===== src/rtl/frame_datagram_builder_if.sv =====
// Handshake bundle between the frame datagram builder and its consumers:
// build request in, published datagram / update strobe / busy out.
interface frame_datagram_builder_if #(
    parameter int MESSAGE_SIZE = 176
);
    logic                    frame_tick;
    logic [MESSAGE_SIZE-1:0] datagram;
    logic                    datagram_valid;
    logic                    busy;

    modport master (
        input  frame_tick,
        output datagram,
        output datagram_valid,
        output busy
    );

    modport slave (
        output frame_tick,
        input  datagram,
        input  datagram_valid,
        input  busy
    );
endinterface


===== src/rtl/frame_datagram_builder.sv =====
// Builds the per-frame display datagram: snapshot, distance sort of active aliens, atomic publish.
// Optional macro SORT_EARLY_EXIT_EN ends the sort as soon as every active alien has been emitted.
module frame_datagram_builder #(
    parameter int OBJ_LIMIT            = 4,
    parameter int OBJ_COUNT            = OBJ_LIMIT,
    parameter int REC_W                = 35,
    parameter int STATE_SIZE           = 2,
    parameter int LEVEL_SIZE           = 4,
    parameter int SCORE_SIZE           = 16,
    parameter int SCOREBOARD_DATA_SIZE = 64,
    parameter logic [STATE_SIZE-1:0] SCENE_INGAME     = STATE_SIZE'(1),
    parameter logic [STATE_SIZE-1:0] SCENE_SCOREBOARD = STATE_SIZE'(2)
) (
    input  logic                            clk,
    input  logic                            rst,
    frame_datagram_builder_if.master        bus,
    input  logic [STATE_SIZE-1:0]           core_state,
    input  logic [LEVEL_SIZE-1:0]           level,
    input  logic [SCORE_SIZE-1:0]           score,
    input  logic                            laser_active,
    input  logic [3:0]                      laser_r,
    input  logic [8:0]                      laser_deg,
    input  logic [OBJ_COUNT*REC_W-1:0]      obj_in,
    input  logic [SCOREBOARD_DATA_SIZE-1:0] scoreboard_in
);
    localparam int IW           = $clog2(OBJ_COUNT + 1);
    localparam int TABLE_W      = OBJ_COUNT * REC_W;
    localparam int FRAME_W      = 14 + TABLE_W;
    localparam int MESSAGE_SIZE = STATE_SIZE + LEVEL_SIZE + SCORE_SIZE + FRAME_W;
    localparam int SB_PAD       = MESSAGE_SIZE - STATE_SIZE - SCOREBOARD_DATA_SIZE;

    typedef enum logic [1:0] {
        IDLE   = 2'd0,
        SCAN   = 2'd1,
        COMMIT = 2'd2
    } state_e;

    state_e                          state_q, state_d;
    logic                            pending_q, pending_d;
    logic                            busy_q, busy_d;
    logic                            valid_q, valid_d;
    logic [MESSAGE_SIZE-1:0]         datagram_q, datagram_d;
    logic [STATE_SIZE-1:0]           snap_state_q, snap_state_d;
    logic [LEVEL_SIZE-1:0]           snap_level_q, snap_level_d;
    logic [SCORE_SIZE-1:0]           snap_score_q, snap_score_d;
    logic                            snap_laser_active_q, snap_laser_active_d;
    logic [3:0]                      snap_laser_r_q, snap_laser_r_d;
    logic [8:0]                      snap_laser_deg_q, snap_laser_deg_d;
    logic [TABLE_W-1:0]              snap_obj_q, snap_obj_d;
    logic [SCOREBOARD_DATA_SIZE-1:0] snap_sb_q, snap_sb_d;
    logic [TABLE_W-1:0]              stage_q, stage_d;
    logic [IW-1:0]                   wr_ptr_q, wr_ptr_d;
    logic [IW-1:0]                   idx_q, idx_d;
    logic [3:0]                      r_cnt_q, r_cnt_d;
    logic [REC_W-1:0]                rec_s;
    logic                            hit_s;
    logic                            done_s;
`ifdef SORT_EARLY_EXIT_EN
    logic [IW-1:0]                   act_cnt_q, act_cnt_d;

    function automatic logic [IW-1:0] count_active(input logic [TABLE_W-1:0] tbl);
        logic [IW-1:0] n;
        n = {IW{1'b0}};
        for (int k = 0; k < OBJ_COUNT; k++) begin
            n = n + IW'(tbl[k*REC_W]);
        end
        return n;
    endfunction
`endif

    // Next-state, snapshot, sort step and publish logic.
    always_comb begin
        state_d             = state_q;
        pending_d           = pending_q;
        busy_d              = busy_q;
        valid_d             = 1'b0;
        datagram_d          = datagram_q;
        snap_state_d        = snap_state_q;
        snap_level_d        = snap_level_q;
        snap_score_d        = snap_score_q;
        snap_laser_active_d = snap_laser_active_q;
        snap_laser_r_d      = snap_laser_r_q;
        snap_laser_deg_d    = snap_laser_deg_q;
        snap_obj_d          = snap_obj_q;
        snap_sb_d           = snap_sb_q;
        stage_d             = stage_q;
        wr_ptr_d            = wr_ptr_q;
        idx_d               = idx_q;
        r_cnt_d             = r_cnt_q;
`ifdef SORT_EARLY_EXIT_EN
        act_cnt_d           = act_cnt_q;
`endif
        rec_s  = snap_obj_q[int'(idx_q)*REC_W +: REC_W];
        hit_s  = rec_s[0] && (rec_s[8:5] == r_cnt_q);
        done_s = (idx_q == IW'(OBJ_COUNT - 1)) && (r_cnt_q == 4'd15);
`ifdef SORT_EARLY_EXIT_EN
        done_s = done_s || (hit_s && ((wr_ptr_q + IW'(1)) == act_cnt_q));
`endif

        case (state_q)
            IDLE: begin
                // Capture on the tick edge, start the build one cycle later.
                if (pending_q) begin
                    pending_d = 1'b0;
                    busy_d    = 1'b1;
                    stage_d   = {TABLE_W{1'b0}};
                    wr_ptr_d  = {IW{1'b0}};
                    idx_d     = {IW{1'b0}};
                    r_cnt_d   = 4'd0;
`ifdef SORT_EARLY_EXIT_EN
                    act_cnt_d = count_active(snap_obj_q);
                    if ((snap_state_q == SCENE_INGAME) && (count_active(snap_obj_q) != {IW{1'b0}})) begin
                        state_d = SCAN;
                    end else begin
                        state_d = COMMIT;
                    end
`else
                    if (snap_state_q == SCENE_INGAME) begin
                        state_d = SCAN;
                    end else begin
                        state_d = COMMIT;
                    end
`endif
                end else if (bus.frame_tick) begin
                    pending_d           = 1'b1;
                    snap_state_d        = core_state;
                    snap_level_d        = level;
                    snap_score_d        = score;
                    snap_laser_active_d = laser_active;
                    snap_laser_r_d      = laser_r;
                    snap_laser_deg_d    = laser_deg;
                    snap_obj_d          = obj_in;
                    snap_sb_d           = scoreboard_in;
                end else begin
                    pending_d = 1'b0;
                end
            end

            SCAN: begin
                if (hit_s && (wr_ptr_q < IW'(OBJ_COUNT))) begin
                    stage_d[int'(wr_ptr_q)*REC_W +: REC_W] = rec_s;
                    wr_ptr_d = wr_ptr_q + IW'(1);
                end else begin
                    wr_ptr_d = wr_ptr_q;
                end
                // One full pass over the table per distance value, closest first.
                if (idx_q == IW'(OBJ_COUNT - 1)) begin
                    idx_d = {IW{1'b0}};
                    if (r_cnt_q != 4'd15) begin
                        r_cnt_d = r_cnt_q + 4'd1;
                    end else begin
                        r_cnt_d = r_cnt_q;
                    end
                end else begin
                    idx_d = idx_q + IW'(1);
                end
                if (done_s) begin
                    state_d = COMMIT;
                end else begin
                    state_d = SCAN;
                end
            end

            COMMIT: begin
                if (snap_state_q == SCENE_INGAME) begin
                    datagram_d = {stage_q, snap_laser_deg_q, snap_laser_r_q, snap_laser_active_q,
                                  snap_score_q, snap_level_q, snap_state_q};
                end else if (snap_state_q == SCENE_SCOREBOARD) begin
                    datagram_d = {{SB_PAD{1'b0}}, snap_sb_q, snap_state_q};
                end else begin
                    datagram_d = {{FRAME_W{1'b0}}, snap_score_q, snap_level_q, snap_state_q};
                end
                valid_d = 1'b1;
                busy_d  = 1'b0;
                state_d = IDLE;
            end

            default: begin
                state_d   = IDLE;
                pending_d = 1'b0;
                busy_d    = 1'b0;
            end
        endcase
    end

    // State and datapath registers with synchronous reset.
    always_ff @(posedge clk) begin
        if (rst) begin
            state_q             <= IDLE;
            pending_q           <= 1'b0;
            busy_q              <= 1'b0;
            valid_q             <= 1'b0;
            datagram_q          <= {MESSAGE_SIZE{1'b0}};
            snap_state_q        <= {STATE_SIZE{1'b0}};
            snap_level_q        <= {LEVEL_SIZE{1'b0}};
            snap_score_q        <= {SCORE_SIZE{1'b0}};
            snap_laser_active_q <= 1'b0;
            snap_laser_r_q      <= 4'd0;
            snap_laser_deg_q    <= 9'd0;
            snap_obj_q          <= {TABLE_W{1'b0}};
            snap_sb_q           <= {SCOREBOARD_DATA_SIZE{1'b0}};
            stage_q             <= {TABLE_W{1'b0}};
            wr_ptr_q            <= {IW{1'b0}};
            idx_q               <= {IW{1'b0}};
            r_cnt_q             <= 4'd0;
`ifdef SORT_EARLY_EXIT_EN
            act_cnt_q           <= {IW{1'b0}};
`endif
        end else begin
            state_q             <= state_d;
            pending_q           <= pending_d;
            busy_q              <= busy_d;
            valid_q             <= valid_d;
            datagram_q          <= datagram_d;
            snap_state_q        <= snap_state_d;
            snap_level_q        <= snap_level_d;
            snap_score_q        <= snap_score_d;
            snap_laser_active_q <= snap_laser_active_d;
            snap_laser_r_q      <= snap_laser_r_d;
            snap_laser_deg_q    <= snap_laser_deg_d;
            snap_obj_q          <= snap_obj_d;
            snap_sb_q           <= snap_sb_d;
            stage_q             <= stage_d;
            wr_ptr_q            <= wr_ptr_d;
            idx_q               <= idx_d;
            r_cnt_q             <= r_cnt_d;
`ifdef SORT_EARLY_EXIT_EN
            act_cnt_q           <= act_cnt_d;
`endif
        end
    end

    assign bus.datagram       = datagram_q;
    assign bus.datagram_valid = valid_q;
    assign bus.busy           = busy_q;
endmodule

===== src/flat_wrapper.sv =====
// flat-port wrapper written by rule: the top's interface ports become plain ports
module frame_datagram_builder_flat 
#(
    parameter int OBJ_LIMIT            = 4,
    parameter int OBJ_COUNT            = OBJ_LIMIT,
    parameter int REC_W                = 35,
    parameter int STATE_SIZE           = 2,
    parameter int LEVEL_SIZE           = 4,
    parameter int SCORE_SIZE           = 16,
    parameter int SCOREBOARD_DATA_SIZE = 64,
    parameter logic [STATE_SIZE-1:0] SCENE_INGAME     = STATE_SIZE'(1),
    parameter logic [STATE_SIZE-1:0] SCENE_SCOREBOARD = STATE_SIZE'(2)
)
  (clk, rst, core_state, level, score, laser_active, laser_r, laser_deg, obj_in, scoreboard_in, bus_frame_tick, bus_datagram, bus_datagram_valid, bus_busy);
  frame_datagram_builder_if bus_i ();
  input  logic clk;
  input  logic rst;
  input  logic [STATE_SIZE-1:0] core_state;
  input  logic [LEVEL_SIZE-1:0] level;
  input  logic [SCORE_SIZE-1:0] score;
  input  logic laser_active;
  input  logic [3:0] laser_r;
  input  logic [8:0] laser_deg;
  input  logic [OBJ_COUNT*REC_W-1:0] obj_in;
  input  logic [SCOREBOARD_DATA_SIZE-1:0] scoreboard_in;
  input wire logic [$bits(bus_i.frame_tick)-1:0] bus_frame_tick;
  output wire logic [$bits(bus_i.datagram)-1:0] bus_datagram;
  output wire logic [$bits(bus_i.datagram_valid)-1:0] bus_datagram_valid;
  output wire logic [$bits(bus_i.busy)-1:0] bus_busy;
  assign bus_i.frame_tick = bus_frame_tick;
  assign bus_datagram = bus_i.datagram;
  assign bus_datagram_valid = bus_i.datagram_valid;
  assign bus_busy = bus_i.busy;
  frame_datagram_builder #(.OBJ_LIMIT(OBJ_LIMIT), .OBJ_COUNT(OBJ_COUNT), .REC_W(REC_W), .STATE_SIZE(STATE_SIZE), .LEVEL_SIZE(LEVEL_SIZE), .SCORE_SIZE(SCORE_SIZE), .SCOREBOARD_DATA_SIZE(SCOREBOARD_DATA_SIZE), .SCENE_INGAME(SCENE_INGAME), .SCENE_SCOREBOARD(SCENE_SCOREBOARD)) u_core (.clk(clk), .rst(rst), .bus(bus_i), .core_state(core_state), .level(level), .score(score), .laser_active(laser_active), .laser_r(laser_r), .laser_deg(laser_deg), .obj_in(obj_in), .scoreboard_in(scoreboard_in));
endmodule

===== config.mk =====
export PLATFORM = sky130hd
export DESIGN_NAME = frame_datagram_builder_flat
export DESIGN_NICKNAME = d
export VERILOG_FILES = /design/src/rtl/frame_datagram_builder_if.sv /design/src/rtl/frame_datagram_builder.sv /design/src/flat_wrapper.sv
export SDC_FILE = /design/constraint.sdc
export NUM_CORES = 1
export LEC_CHECK = 0
export CAP_MARGIN = 20
export CORE_MARGIN = 2
export CORE_UTILIZATION = 56
export DETAILED_ROUTE_END_ITERATION = 16
export GPL_TIMING_DRIVEN = 0
export HOLD_SLACK_MARGIN = 0.03
export MAX_ROUTING_LAYER = met4
export PLACE_DENSITY = 0.83
export SYNTH_ARGS = -nofsm -noshare
export SYNTH_HDL_FRONTEND = slang
export SYNTH_SLANG_ARGS = --single-unit

===== constraint.sdc =====
create_clock -name clk -period 3.8 [get_ports clk]
set_input_delay 1.14 -clock clk [delete_from_list [all_inputs] [get_ports clk]]
set_output_delay 1.14 -clock clk [all_outputs]
set_load 0.01 [all_outputs]

==> reports/qor.yml <==
synth:
  synth.distinct_cells: 45
  synthCells: 2433
  synth_xor_area_frac: 0.00247
  ys_ff_latch: 571
  yosys.area_share.adder: 0.00528
  synth_simple_gate_area_frac: 0.188
  yosysTopAreaCell: "dfxtp_1"
  synth_edf_count: 0
  synthTopCellsByCount: "593 x nand2_1, 571 x dfxtp_1, 359 x a21oi_1"
  ys_seq_area_frac: 0.536
  yosysWarningCount: 0
  synthTopCellsByArea: "dfxtp_1 54%, nand2_1 10%, a21oi_1 8.4%, mux4_2 3.4%, nand2b_1 3.4%"
  synth_top_area_frac: 0.536
  synthMuxAreaShare: 0.0479
  synthesis.area_sq_um: 21300
  synth_fp_nets: 2685
  synth_top_family_by_area: "simple AND/OR/NAND/NOR gates"
  dominantRegCellSynth: "dfxtp_1"
  synth_most_common_cell: "nand2_1"
  synth_compound_area_frac: 0.179
  async_flop_share: 0
  syn_avg_cell_area_sq_um: 8.76
worst_setup_path:
  cp.required_ps: 4260
  critical_path_class: "reg2reg"
  critPathLaunchType: "flop"
  end_kind: "flop"
  arrival_ps: 3960
  crit_fanout: 10
clock_tree:
  clock-sinks: 571
  cts_buffers: 54
  cts_tree: "done"
  htree_levels: 2
  clk_latency_ps: 610
  clkTransAtPathRegs_ps: 60
  cts_buffer_depth: 3
  holdBufCountCts: 0
  cts_root_buf: "clkbuf_16"
pwr:
  switchingPower_uw: 6200
  ir_drop_uv: 404
  power.density_nw_per_um2: 648
  clkPwrFrac: 0.309
  p_leak_uw: 0.00940
  comb_power_share: 0.289
  p_int_uw: 11900
  swShare: 0.342
  seq_power_share: 0.402
place:
  placed_area_sq_um: 26100
  gp_congestion: 0.924
  place.port_buffers: 419
  dp_hpwl_mm: 53.5
  post-place-ws_ps: -0.00355
detailed_routing:
  firstDrtPassIters: 6
  ant_nets: 0
  dr.first_iter.drc_count: 1479
  drcViolationCount: 0
  vias: 20100
  via_per_inst: 5.81
  wl_per_cell_um: 20.6
  wl_mm: 71.3
final_layout:
  drive_gt1_frac: 0.0505
  regArea_sq_um: 11400
  syn_to_final_growth_pct: 31.3
  layout.nets: 3160
  multi_input_area_sq_um: 9020
  nFillCells: 2821
  fin_area_sq_um: 28000
status:
  status: "completed"
hold_path:
  hold_class: "reg2reg"
timing:
  fmax_ghz: 0.286
  finalHoldViolations: 0
  rsz0062_at_grt: "false"
  setup_violations: 0
  finClkSkew_ps: 17.1
  drv_slew: 0
  min_period_ps: 3500
  worstMarginPinSlew_ps: 1240
  fin_tns_setup_ps: 0
  fin_crit_sh: 0.921
  whs_ps: 455
  fin_ws_ps: 300
  slew-limit-headroom: 0.174
floorplanning:
  start_util: 0.567
  die_area_sq_um: 39600
  die_y_um: 199
  die_w_um: 199
  ios: 421
  core-area_sq_um: 37600
  fp-row-count: 71
grt:
  grt_pass1_wl_mm: 107
  grt_antenna_before_repair: 3
  grt_pass1_vias: 19700
  grt-ovfl-total: 0
  grt_use_total: 0.361
  grt_max_degree: 15
flow_run:
  cap_violations: 0
-- cells by family after synthesis --
family,Yosys count
flip-flops,571
XOR/XNOR,6
multiplexers,62
AO/OA/AOI/OAI,630
buffers and inverters,223
AND/OR/NAND/NOR,932
adder cells (fa/ha/maj),9
-- power by group through the flow --
stage / sequential (uW) / clock (uW) / combinational [uW]
after detailed placement: 7390 / 0 / 5110
after global placement: 7350 / 0 / 4980
after global routing: 7340 / 5820 / 5650
final: 7290 / 5590 / 5240
after CTS: 7260 / 5590 / 5160
after floorplan: 7330 / 0 / 3010
-- sequential cells by signal, summed over array words and instances, names as in the netlist, 9 cells and up --
name                     flops
u_core.snap_obj_q          140
u_core.snap_sb_q            64
u_core.stage_q             140
u_core.snap_laser_deg_q      9
u_core.snap_score_q         16
u_core.bus.datagram        176
-- placed cells by master (no fill, tap or decap), types with 7 or more instances in the layout --
| cell | count |
|---|---|
| mux4_2 | 32 |
| buf_2 | 19 |
| inv_1 | 11 |
| clkdlybuf4s50_1 | 419 |
| o22ai_1 | 69 |
| clkinv_2 | 12 |
| nand2_1 | 593 |
| o21ai_0 | 7 |
| a21oi_1 | 359 |
| dfxtp_1 | 571 |
| o2bb2ai_1 | 68 |
| ha_1 | 9 |
| clkbuf_1 | 189 |
| clkbuf_8 | 10 |
| nand3_1 | 114 |
| buf_1 | 15 |
| a22oi_1 | 45 |
| nand2b_1 | 115 |
| mux2i_1 | 30 |
| clkbuf_16 | 55 |
| nor2_1 | 83 |
| a211oi_1 | 65 |
-- metal layers --
| metal | wire length [um] | part of all wire | GRT usage | vias up |
|---|---|---|---|---|
| met4 | 3430 | 0.048 | 0.169 | 0 |
| met2 | 34200 | 0.48 | 0.590 | 996 |
| met3 | 5650 | 0.079 | 0.0501 | 224 |
| li1 | - | - | - | 9330 |
| met1 | 28000 | 0.39 | 0.444 | 9596 |
| met5 | 0 | 0 | - | - |
-- worst max-delay path, cell delays in order (launching register included) --
cell and delay, ps:
dfxtp_1 330, inv_1 90, ha_1 150, clkbuf_1 290, mux2i_1 290, a41o_1 290, a311oi_2 560, o21ai_0 180
a21oi_1 670, buf_2 360, o22ai_1 130
-- path summary, 6_finish.rpt --
check	start	endpoint	slack (ps)	cells after the start
setup / recovery	u_core.state_q[0]	u_core.stage_q[57]	300	10
hold / removal	u_core.snap_obj_q[102]	u_core.snap_obj_q[102]	460	2
setup reg to reg	u_core.state_q[0]	u_core.stage_q[57]	300	10
hold reg to reg	u_core.snap_obj_q[102]	u_core.snap_obj_q[102]	460	2
-- layout make-up --
type	count	share of cell area
Antenna cell	3	0.000268
Buffer	210	0.0291
Clock buffer	79	0.0560
Clock inverter	21	0.00943
Inverter	13	0.00174
Multi-Input combinational cell	1639	0.322
Sequential cell	571	0.408
Tap cell	511	0.0228
Timing Repair Buffer	419	0.150
-- stage by stage --
step / power [uW] / cells / util
final: 18100 / 3466 / 0.745
after global routing: 18800 / 3466 / 0.745
after CTS: 18000 / 3463 / 0.744
after detailed placement: 12500 / 3363 / 0.696
after global placement: 12300 / 3363 / 0.696
after floorplan: 10300 / 2433 / -
-- what timing repair did --
item | 4_1_cts | 5_1_grt
setup buffers | 0 | 0
resized for setup | 0 | 3
endpoints found under the setup margin | 0 | 1
(Power assumes the default switching activity.)
